### src/rtl/iomem_initiator.sv
// iomem bus master: one cmd -> one iomem transaction -> one response (read data or timeout error).
// Latency: 1-cycle responder gives rsp_valid 3 cycles after accept; no command accepted until response consumed.
module iomem_initiator #(
  parameter int unsigned TIMEOUT  = 255,
  parameter logic [31:0] ERR_DATA = 32'hDEADBEEF
) (
  input  logic        clk_bufg,
  input  logic        reset,
  input  logic        cmd_valid,
  output logic        cmd_ready,
  input  logic [31:0] cmd_addr,
  input  logic [31:0] cmd_wdata,
  input  logic [3:0]  cmd_wstrb,
  output logic        rsp_valid,
  input  logic        rsp_ready,
  output logic [31:0] rsp_rdata,
  output logic        rsp_err,
  output logic        iomem_valid,
  input  logic        iomem_ready,
  output logic [3:0]  iomem_wstrb,
  output logic [31:0] iomem_addr,
  output logic [31:0] iomem_wdata,
  input  logic [31:0] iomem_rdata,
  output logic        busy
);

  typedef enum logic [1:0] {ST_IDLE, ST_REQ, ST_RSP} state_t;

  localparam logic [15:0] LP_CNT_LAST = 16'(TIMEOUT - 1);

  state_t      r_state, w_state_nxt;
  logic [15:0] r_cnt, w_cnt_nxt;
  logic        r_iomem_valid, w_iomem_valid_nxt;
  logic [31:0] r_iomem_addr, w_iomem_addr_nxt;
  logic [31:0] r_iomem_wdata, w_iomem_wdata_nxt;
  logic [3:0]  r_iomem_wstrb, w_iomem_wstrb_nxt;
  logic        r_rsp_valid, w_rsp_valid_nxt;
  logic [31:0] r_rsp_rdata, w_rsp_rdata_nxt;
  logic        r_rsp_err, w_rsp_err_nxt;
  logic        r_busy, w_busy_nxt;

  always_comb begin
    w_state_nxt       = r_state;
    w_cnt_nxt         = r_cnt;
    w_iomem_valid_nxt = r_iomem_valid;
    w_iomem_addr_nxt  = r_iomem_addr;
    w_iomem_wdata_nxt = r_iomem_wdata;
    w_iomem_wstrb_nxt = r_iomem_wstrb;
    w_rsp_valid_nxt   = r_rsp_valid;
    w_rsp_rdata_nxt   = r_rsp_rdata;
    w_rsp_err_nxt     = r_rsp_err;
    case (r_state)
      ST_IDLE: begin
        if (cmd_valid) begin
          w_iomem_addr_nxt  = cmd_addr;
          w_iomem_wdata_nxt = cmd_wdata;
          w_iomem_wstrb_nxt = cmd_wstrb;
          w_iomem_valid_nxt = 1'b1;
          w_cnt_nxt         = '0;
          w_state_nxt       = ST_REQ;
        end
      end
      ST_REQ: begin
        w_cnt_nxt = r_cnt + 16'd1;
        // A completion on the final allowed cycle still counts as success.
        if (iomem_ready) begin
          w_rsp_rdata_nxt   = iomem_rdata;
          w_rsp_err_nxt     = 1'b0;
          w_iomem_valid_nxt = 1'b0;
          w_rsp_valid_nxt   = 1'b1;
          w_state_nxt       = ST_RSP;
        end else if (r_cnt == LP_CNT_LAST) begin
          w_rsp_rdata_nxt   = ERR_DATA;
          w_rsp_err_nxt     = 1'b1;
          w_iomem_valid_nxt = 1'b0;
          w_rsp_valid_nxt   = 1'b1;
          w_state_nxt       = ST_RSP;
        end
      end
      ST_RSP: begin
        if (rsp_ready) begin
          w_rsp_valid_nxt = 1'b0;
          w_state_nxt     = ST_IDLE;
        end
      end
      default: w_state_nxt = ST_IDLE;
    endcase
    w_busy_nxt = (w_state_nxt != ST_IDLE);
  end

  always_ff @(posedge clk_bufg) begin
    if (reset) begin
      r_state       <= ST_IDLE;
      r_cnt         <= '0;
      r_iomem_valid <= 1'b0;
      r_iomem_addr  <= '0;
      r_iomem_wdata <= '0;
      r_iomem_wstrb <= '0;
      r_rsp_valid   <= 1'b0;
      r_rsp_rdata   <= '0;
      r_rsp_err     <= 1'b0;
      r_busy        <= 1'b0;
    end else begin
      r_state       <= w_state_nxt;
      r_cnt         <= w_cnt_nxt;
      r_iomem_valid <= w_iomem_valid_nxt;
      r_iomem_addr  <= w_iomem_addr_nxt;
      r_iomem_wdata <= w_iomem_wdata_nxt;
      r_iomem_wstrb <= w_iomem_wstrb_nxt;
      r_rsp_valid   <= w_rsp_valid_nxt;
      r_rsp_rdata   <= w_rsp_rdata_nxt;
      r_rsp_err     <= w_rsp_err_nxt;
      r_busy        <= w_busy_nxt;
    end
  end

  assign cmd_ready   = (r_state == ST_IDLE);
  assign iomem_valid = r_iomem_valid;
  assign iomem_addr  = r_iomem_addr;
  assign iomem_wdata = r_iomem_wdata;
  assign iomem_wstrb = r_iomem_wstrb;
  assign rsp_valid   = r_rsp_valid;
  assign rsp_rdata   = r_rsp_rdata;
  assign rsp_err     = r_rsp_err;
  assign busy        = r_busy;

endmodule
### config.mk
export PLATFORM = sky130hd
export DESIGN_NAME = iomem_initiator
export DESIGN_NICKNAME = d
export VERILOG_FILES = /design/src/rtl/iomem_initiator.sv
export SDC_FILE = /design/constraint.sdc
export NUM_CORES = 1
export LEC_CHECK = 0
export ABC_AREA = 1
export BUFFER_PORTS_ARGS = -buffer_cell sky130_fd_sc_hd__buf_2
export CAP_MARGIN = 20
export CORE_MARGIN = 2
export CORE_UTILIZATION = 42
export DETAILED_ROUTE_END_ITERATION = 10
export HOLD_SLACK_MARGIN = 0.08
export PLACE_DENSITY = 0.86
export SLEW_MARGIN = 20
export SYNTH_ARGS = -nofsm -noshare
export SYNTH_HDL_FRONTEND = slang
export SYNTH_SLANG_ARGS = --single-unit
### constraint.sdc
create_clock -name clk_bufg -period 1.5 [get_ports clk_bufg]
set_clock_uncertainty 0.05 [all_clocks]
set_input_delay 0.3 -clock clk_bufg [delete_from_list [all_inputs] [get_ports clk_bufg]]
set_output_delay 0.3 -clock clk_bufg [all_outputs]
set_load 0.01 [all_outputs]
After elaboration in Yosys (flattened, before gate mapping)
Index checks and enable logic that the tools add are counted.
- bits of input ports: 105
- register bits: 122
- word-level logic and storage cells: 45
- output and inout bits: 105
- mux-type cells: 18
- reductions and logical operators: 10
- $add $sub $neg: 1
- equal/unequal tests: 6
- operators with widths (operator ; count):
    $mux W32 ; 2
    $pmux W16 S2 ; 1
    $add A16 B1 Y16 const B ; 1
    $eq A16 B8 Y1 const B ; 1
    $mux W16 ; 1
    $mux W2 ; 4
    $reduce_bool A2 Y1 ; 4
    $mux W1 ; 7
    $pmux W2 S3 ; 1
    $reduce_and A2 Y1 ; 3
    $reduce_and A3 Y1 ; 2
    $ne A2 B2 Y1 const B ; 2
    $pmux W1 S2 ; 2
    $ne A3 B3 Y1 const B ; 1
    $eq A2 B1 Y1 const B ; 1
    $eq A2 B2 Y1 const B ; 1
    $logic_not A2 Y1 ; 1

Longest topological paths before layout
Gate-level depths: netlist of run 1.
- depth in word-level cells: 5
- gate-level depth with buffers: 10
- mapped depth without buffers: 10

Worst setup path before layout of run 1
OpenSTA, ideal clock, no wires.
- kind: register to register
- start: register r_cnt[0]
- end: register r_cnt[14]
- library setup time: 0.116 ns
- stages on the path, launching flop included: 9
- data arrival time: 1.251 ns
- setup slack: 0.083 ns
- data required time: 1.334 ns
- clock period less this slack: 1.417 ns
- buffers on the path: 0
- cell sequence: dfxtp_1 -> ha_1 -> nand2_1 -> nor2_2 -> nand2_1 -> nor2_1 -> nand3_1 -> o21ai_0 -> nor2_1
- longest elaborated chain between the ends: 2
- ends and longest elaborated chain (item ; RTL line ; text):
    from (decl) ; 32 ; logic [15:0] r_cnt, w_cnt_nxt;
    from (signal assigned) ; 105 ; r_cnt <= w_cnt_nxt;
    $add A16 B1 Y16 ; 64 ; w_cnt_nxt = r_cnt + 16'd1;
    $pmux W16 S2 ; 52 ; case (r_state)
No other way between the ends.
A chain may end at the register's enable or synchronous reset.

Worst setup path in the final report of run 1
- start: register r_state[0]
- end: register r_rsp_rdata[1] (netlist: rsp_rdata[1])
- longest elaborated chain between the ends: 2
- ends and longest elaborated chain (item ; RTL line ; text):
    from (decl) ; 31 ; state_t r_state, w_state_nxt;
    from (signal assigned) ; 104 ; r_state <= w_state_nxt;
    $eq A2 B1 Y1 ; 52 ;
    $reduce_and A2 Y1 (no line) ; -- ;
    to (signal assigned) ; 111 ; r_rsp_rdata <= w_rsp_rdata_nxt;
    to (decl) ; 38 ; logic [31:0] r_rsp_rdata, w_rsp_rdata_nxt;
No other way between the ends.

==> results by stage, run 1 <==
Setup path:
- The worst setup path is launched from a flop.
- The cell family with the largest share of critical-path delay is compound AO/OA/AOI/OAI gates.
- Walking the worst path, the cells encountered are inv_2 -> nor2_8 -> inv_4 -> nor2_8 -> inv_4 -> o21ai_0 -> a21oi_2.
- In this run the worst path has a maximum fanout of 25.
- The critical path contains buffers and inverters numbering 3 combined.
- The type of the setup path with the least slack is flop to flop.
- For the worst setup path, the data required time is 1.83 ns.
- Data arrives at the worst endpoint at 2.02 ns.
- The maximum cell stage delay along the critical path is 0.43 ns.
- The slowest stage of the critical path belongs to the cell sky130_fd_sc_hd__o21ai_0.
- The worst setup path is captured at a flop.

Synth:
- The synthesized net count is 713.
- The synthesized area is 4680 um^2.
- After synthesis, the cell types taking the most area are sky130_fd_sc_hd__dfxtp_1 (52%), sky130_fd_sc_hd__nor2_1 (12%), sky130_fd_sc_hd__o21ai_0 (9.1%).
- The share of the Yosys chip area taken by registers is 0.522.
- The commonest cells after synthesis are sky130_fd_sc_hd__nor2_1 (153), sky130_fd_sc_hd__dfxtp_1 (122), sky130_fd_sc_hd__o21ai_0 (85).
- The fraction of post-synthesis cell area in the top cell type by area is 0.522.
- The synthesis warning total is 0.
- The netlist uses 28 different library cells.
- The largest area contributor in the synthesized netlist is sky130_fd_sc_hd__dfxtp_1.
- Counting flops and latches in the post-synthesis netlist gives 122.
- The number of enable-type register cells in the synthesized netlist is 0.
- After technology mapping, the gate count stands at 606.
- The most common cell in the synthesized netlist is sky130_fd_sc_hd__nor2_1.
- After synthesis, the share of flip-flops with an asynchronous set or reset is 0.
- In the synthesized netlist the dominant register cell turns out to be sky130_fd_sc_hd__dfxtp_1.
- Dividing the synthesized area by the synthesized cell count gives 7.73 um^2.

Global route:
- The number of antenna violations at the first check in global routing was 0.
- The total global routing overflow is 0.
- The largest net degree at the start of global routing is 71.
- The via count of the first global-routing pass is 5493.
- The first-pass GRT wire length is 26.6 mm.
- The total routing resource utilization after global routing is 0.288.

Final layout:
- The layout has 702 filler cells.
- The share of final-layout standard cells stronger than drive strength 1 is 0.330.
- The total inserted antenna cells is 0.
- The number of standard cells in the final layout excluding fillers is 1071.
- The area growth from synthesis to layout is 64.3%.
- The area of the multi-input gates is 1930 um^2.
- The cell area after layout is 7690 um^2.
- The combined flip-flop and latch cell area is 2450 um^2.
- The number of nets at the end of the flow is 1025.

STA:
- The number of failing hold endpoints at the final stage was 0.
- The minimum hold slack is 0.129 ns.
- The ratio of final minimum period to clock period is 1.13.
- The maximum clock frequency is 0.591 GHz.
- The actual slew at the worst max-slew pin is 0.486 ns.
- Setup violations remaining at the end of the flow were counted as 2.
- The number of pins exceeding their max-slew limit in the final report was 0.
- The normalized max-slew margin is 0.673.
- In the post-route analysis, the smallest setup slack over all paths is -0.193 ns.
- Setup repair after global routing could not meet its margin everywhere.
- The final critical delay including setup and external delays is 1.69 ns.

Routing:
- The detailed router finished its first iteration with 674 violations.
- The first-pass detailed-route iteration total is 8.
- The total wire length after detailed routing is 18.4 mm.
- Summing over every cut layer, the via total after detailed routing is 5664.
- In the routed design, unresolved DRC markers number 0.
- In this run the remaining antenna-violating nets after routing total 0.
- The per-cell routed wire length is 17.2 um.
- In the routed layout, each cell is associated on average with a via count of 5.29.

Place:
- At the end of routability-driven placement, the weighted congestion stood at 0.822.
- After detailed placement, the total cell area comes to 5860 um^2.
- The number of buffers added on ports is 209.
- After detailed placement, the design holds a cell count of 936.
- The worst slack at placement is 0.0286 ns.
- The post-DP HPWL is 8.67 mm.

Power:
- The power density normalized to cell area is 1230 nW/um^2.
- The largest voltage drop on the vdd net is 0.000885 V.
- The post-layout total power is 0.00947 W.
- Summed over all cells, the static leakage comes to 3.63 nW.

Outcome:
- The run finished, with violations left.
- The final reports fail on negative setup slack.

Floorplanning:
- The number of top-level pins is 210.
- The die is 110 um tall.
- The die extent in x is 110 um.
- The initial core utilization is 0.432.
- The area enclosed by the die boundary is 12000 um^2.
- The core region is 10800 um^2.
- The number of placement rows is 38.

Clock network:
- The maximum clock insertion buffer count is 2.
- Clock-pin slew was measured on the worst setup and hold paths at 0.06 ns.
- In this run the number of H-tree levels came out at 4.
- Clock tree synthesis selected as its root buffer the cell sky130_fd_sc_hd__clkbuf_8.
- The clock latency of the later-clocked register in the worst-skew pair is 0.52 ns.
- Counting the buffers created by CTS gives 17.
- The clock net in this run drives a total of 122 sinks.
- The post-CTS setup buffer count is 0.
- The TritonCTS clock tree is built.

Flow run:
- Max-cap violations in this run came to 0.

Hold path:
- The path type of the worst min-delay path is input pin to flop.
[report_power, final]
part	internal, W	leakage [nW]	total (W)	switching, W
Sequential	0.00349	1.01	0.00365	0.000156
Combinational	0.000676	2.33	0.00151	0.000832
Clock	0.00275	0.302	0.00432	0.00157
[cell families after synthesis]
family,Yosys count,synth area share
adders and majority gates,2,0.00534
DFF,122,0.522
AOI/OAI and AO/OA,158,0.173
buffers and inverters,86,0.0893
and+or+nand+nor,238,0.211
[registers in the layout, indices dropped and copies added (netlist names), 2 cells and up]
register / cells
iomem_wstrb: 4
r_state: 2
iomem_wdata: 32
iomem_addr: 32
rsp_rdata: 32
r_cnt: 16
[tightest hold or removal path: cells and delay by family]
| kind | cells | cell delay [ns] |
|---|---|---|
| compound gates | 2 | 0.17 |
| buf+inv | 2 | 0.19 |
[stage by stage]
| stage | TNS [ns] | util |
|---|---|---|
| global route | -0.577 | 0.710 |
| CTS | 0 | 0.691 |
| floorplan | 0 | - |
| detailed placement | 0 | 0.540 |
| finish | -0.197 | 0.710 |
| global placement | 0 | 0.540 |
[layout by cell type (no fill, tap or decap), types with 2 or more instances in the layout]
master,netlist,layout
sky130_fd_sc_hd__a31oi_1,2,2
sky130_fd_sc_hd__inv_1,47,45
sky130_fd_sc_hd__ha_1,2,2
sky130_fd_sc_hd__clkinv_2,0,3
sky130_fd_sc_hd__clkinv_4,0,3
sky130_fd_sc_hd__nor2_1,153,151
sky130_fd_sc_hd__nor3_1,3,3
sky130_fd_sc_hd__clkbuf_8,0,2
sky130_fd_sc_hd__buf_6,11,3
sky130_fd_sc_hd__nor2_8,3,3
sky130_fd_sc_hd__o21ai_1,19,25
sky130_fd_sc_hd__inv_4,2,2
sky130_fd_sc_hd__nand2_2,3,7
sky130_fd_sc_hd__a21oi_4,0,2
sky130_fd_sc_hd__clkinvlp_4,0,2
sky130_fd_sc_hd__dfxtp_2,0,4
sky130_fd_sc_hd__nand4_1,2,2
sky130_fd_sc_hd__clkbuf_16,0,19
sky130_fd_sc_hd__nand2_1,60,55
sky130_fd_sc_hd__buf_12,0,5
sky130_fd_sc_hd__buf_4,0,7
sky130_fd_sc_hd__nor2_2,1,2
sky130_fd_sc_hd__dfxtp_1,122,116
sky130_fd_sc_hd__dfxtp_4,0,2
sky130_fd_sc_hd__bufinv_16,0,4
sky130_fd_sc_hd__dlygate4sd3_1,0,100
sky130_fd_sc_hd__a21oi_1,47,32
sky130_fd_sc_hd__inv_6,0,2
sky130_fd_sc_hd__o21ai_0,85,79
sky130_fd_sc_hd__inv_2,3,6
sky130_fd_sc_hd__nand3_1,10,9
sky130_fd_sc_hd__buf_2,5,208
sky130_fd_sc_hd__a21oi_2,3,16
[final timing paths]
| path | slack [ns] | cells after the start | to | from |
|---|---|---|---|---|
| setup reg to reg | -0.19 | 7 | rsp_rdata[1]$_SDFFE_PP0P_ | r_state[0]$_SDFF_PP0_ |
| hold / removal | 0.13 | 4 | rsp_valid$_SDFFE_PP0P_ | rsp_ready |
| hold reg to reg | 0.41 | 2 | rsp_rdata[18]$_SDFFE_PP0P_ | rsp_rdata[18]$_SDFFE_PP0P_ |
| setup / recovery | -0.19 | 7 | rsp_rdata[1]$_SDFFE_PP0P_ | r_state[0]$_SDFF_PP0_ |
[layer usage]
metal  track usage  vias up  part of all wire
met1         0.317     2581              0.36
met2         0.502      453              0.49
met3        0.0937       72              0.11
met5             0        -                 0
li1              -     2558                 -
met4         0.131        0             0.042
[what timing repair did]
action | in CTS | in global routing
endpoints found under the hold margin | 100 | 0
endpoints found under the setup margin | 1 | 41
resized for setup | 5 | 42
pin swaps | 0 | 3
gates cloned | 0 | 3
hold buffers | 100 | 0
[cell type report]
cell class	count	share of cell area
multi-input cells	398	0.251
repair buffers	326	0.299
flip-flops and latches	122	0.319
clock buffers	18	0.0556
clock inverters	14	0.0252
inverters	53	0.0265
well taps	140	0.0228
(Power assumes the default switching activity.)
==> run 2, diff against run 1 <==
Settings changed: REMOVE_ABC_BUFFERS from default to 1.
==> run 2 against run 1 <==
Compared with the run above:
- the flow now finishes without violations
- global-route usage shrank 2.9 points
- via count shrank 3.0%
- clock-buffer cell count grew 3
- cell area shrank 0.67%
- cell count grew 0.37%
- die area is the same
- combinational power shrank 3%
- critical path type unchanged
- largest power group unchanged
==> results by stage, run 2 (synthesized netlist as in run 1, its figures left out) <==
Floorplanning:
- The die height is 110 um (unchanged).
- The number of placement rows was 38 (unchanged).
- The core outline area is 10800 um^2 (unchanged).
- The number of top-level pins is 210 (unchanged).
- The area enclosed by the die boundary was 12000 um^2 (unchanged).
- The die extent in x is 110 um (unchanged).
- The initial core utilization is 0.432 (unchanged).

STA:
- The final worst setup slack came to 0.0259 ns (was -0.193 ns).
- The normalized max-slew margin is 0.802 (was 0.673).
- The actual slew at the worst max-slew pin came to 0.295 ns (was 0.486 ns).
- The final setup violation count is 0 (was 2).
- The maximum clock frequency was 0.678 GHz (was 0.591 GHz).
- The minimum hold slack is 0.116 ns (was 0.129 ns).
- The number of pins exceeding their max-slew limit in the final report is 0 (unchanged).
- The final critical delay including setup and external delays is 1.47 ns (was 1.69 ns).
- The number of failing hold endpoints at the final stage is 0 (unchanged).
- The ratio of final minimum period to clock period is 0.983 (was 1.13).
- Unrepaired setup endpoints after global routing: true (unchanged).

Power:
- The largest voltage drop on the vdd net is 0.000759 V (was 0.000885 V).
- The power density normalized to cell area is 1170 nW/um^2 (was 1230 nW/um^2).
- The post-layout total power came to 0.00893 W (was 0.00947 W).
- The leakage dissipation was 3.62 nW (was 3.63 nW).

Clock network:
- The clock transition at the registers of the reported paths is 0.06 ns (about the same).
- The number of buffers added by the clock tree synthesis step is 17 (unchanged).
- The maximum clock insertion buffer count is 2 (unchanged).
- The TritonCTS clock tree is built (unchanged).
- The clock latency of the later-clocked register in the worst-skew pair is 0.52 ns (about the same).
- The buffer type at the clock tree root is sky130_fd_sc_hd__clkbuf_8 (unchanged).
- The count of clock tree sinks came to 122 (unchanged).
- The depth of the CTS H-tree is 4 (unchanged).

Final layout:
- The number of nets at the end of the flow is 1029 (was 1025).
- The cell area after layout is 7640 um^2 (was 7690 um^2).
- The commonest non-fill, non-tap cell in the layout is sky130_fd_sc_hd__buf_2 (unchanged).
- The total inserted antenna cells was 0 (unchanged).
- The number of standard cells in the final layout excluding fillers came to 1075 (was 1071).
- The relative area change from synthesis to final layout is 63.2% (was 64.3%).
- Most frequent cells in the layout: sky130_fd_sc_hd__buf_2 (209), sky130_fd_sc_hd__nor2_1 (150), sky130_fd_sc_hd__dfxtp_1 (117) (was sky130_fd_sc_hd__buf_2 (208), sky130_fd_sc_hd__nor2_1 (151), sky130_fd_sc_hd__dfxtp_1 (116)).
- The share of final-layout standard cells stronger than drive strength 1 is 0.330 (about the same).

Setup path:
- The largest fanout on the critical path was 10 (was 25).
- The arrival time at the worst endpoint came to 1.87 ns (was 2.02 ns).
- The startpoint type of the worst setup path was a flop (unchanged).
- The kind of end point of the critical path is a flop (unchanged).
- The type of the setup path with the least slack is flop to flop (unchanged).
- The critical path required time is 1.90 ns (was 1.83 ns).

Global route:
- The via count of the first global-routing pass is 5290 (was 5493).
- The largest net degree at the start of global routing is 71 (unchanged).
- The busiest layer in global routing is met2 (unchanged).
- The met3 routing resource usage after global routing is 0.0824 (was 0.0937).
- The fraction of met1 tracks used by global routing is 0.282 (was 0.317).
- The total global routing overflow is 0 (unchanged).
- The total routing resource utilization after global routing was 0.259 (was 0.288).
- The number of antenna violations at the first check in global routing came to 0 (unchanged).
- The met2 capacity usage during global routing is 0.439 (was 0.502).
- The first-pass GRT wire length is 24.1 mm (was 26.6 mm).

Place:
- The worst slack at placement was 0.0302 ns (was 0.0286 ns).
- The post-DP HPWL came to 8.51 mm (was 8.67 mm).
- The cell count after placement was 939 (was 936).
- The post-place instance area was 5900 um^2 (was 5860 um^2).
- The number of buffers added on ports is 209 (unchanged).
- The routability congestion estimate from global placement is 0.806 (was 0.822).

Routing:
- The total via count after detailed routing is 5492 (was 5664).
- The number of antenna-violating nets in the routed design was 0 (unchanged).
- The total wire length after detailed routing is 16.6 mm (was 18.4 mm).
- The via density per instance is 5.11 (was 5.29).
- The first-pass detailed-route iteration total is 5 (was 8).
- The count of routing violations after the opening detailed-route iteration came to 536 (was 674).
- The per-cell routed wire length is 15.4 um (was 17.2 um).
- The DRC violation count after routing is 0 (unchanged).

Hold path:
- The path type of the worst min-delay path is input pin to flop (unchanged).

Flow run:
- The number of violations of the max-capacitance limit is 0 (unchanged).

Outcome:
- Run status: finished, final reports clean (was finished, violations left).
run 2: path summary, 6_finish.rpt:
path | start | endpoint | slack, ns | cells past startpoint
worst max-delay path | r_cnt[0]$_SDFFE_PP0P_ | rsp_rdata[20]$_SDFFE_PP0P_ | 0.03 | 10
worst min-delay path | rsp_ready | r_state[1]$_SDFF_PP0_ | 0.12 | 6
worst max register to register | r_cnt[0]$_SDFFE_PP0P_ | rsp_rdata[20]$_SDFFE_PP0P_ | 0.03 | 10
worst min register to register | r_cnt[0]$_SDFFE_PP0P_ | r_cnt[0]$_SDFFE_PP0P_ | 0.40 | 1
run 2: repair_timing:
action | 4_1_cts | 5_1_grt
hold buffers | 101 | 0
cloned | 0 | 2
pin swaps | 0 | 2
hold endpoints to repair | 103 | 0
gates resized for setup | 3 | 33
endpoints found under the setup margin | 1 | 43
buffers inserted | 0 | 1
run 2: where the power goes:
group / switching [W] / internal, W
Sequential: 0.000142 / 0.00349
Clock: 0.00148 / 0.00236
Combinational: 0.000790 / 0.000676
run 2: layout make-up:
type / count / area (um^2)
fillers: 787 / 3200
flip-flops and latches: 122 / 2450
repair buffers: 330 / 2330
multi-input cells: 398 / 1920
clock buffers: 21 / 469
inverters: 53 / 204
well taps: 140 / 175
clock inverters: 11 / 93.8
run 2: critical path, cell delays in order, from the launching register on:
cell	delay, ns
sky130_fd_sc_hd__dfxtp_4	0.36
sky130_fd_sc_hd__inv_1	0.04
sky130_fd_sc_hd__ha_1	0.18
sky130_fd_sc_hd__nand3_1	0.07
sky130_fd_sc_hd__nor2_1	0.04
sky130_fd_sc_hd__nand2_1	0.07
sky130_fd_sc_hd__nand2_2	0.07
sky130_fd_sc_hd__nand2_4	0.15
sky130_fd_sc_hd__buf_12	0.16
sky130_fd_sc_hd__nand2_1	0.06
sky130_fd_sc_hd__a21oi_1	0.14
run 2: routing by layer:
| metal | vias to the layer above | share of wire |
|---|---|---|
| li1 | 2569 | - |
| met2 | 317 | 0.49 |
| met4 | 0 | 0.040 |
| met5 | - | 0 |
| met1 | 2550 | 0.39 |
| met3 | 56 | 0.085 |
run 2: stage by stage:
step | TNS, ns | utilization
CTS | 0 | 0.690
global placement | 0 | 0.545
finish | 0 | 0.705
floorplan | -55.95 | -
global route | -0.423 | 0.705
detailed placement | 0 | 0.545
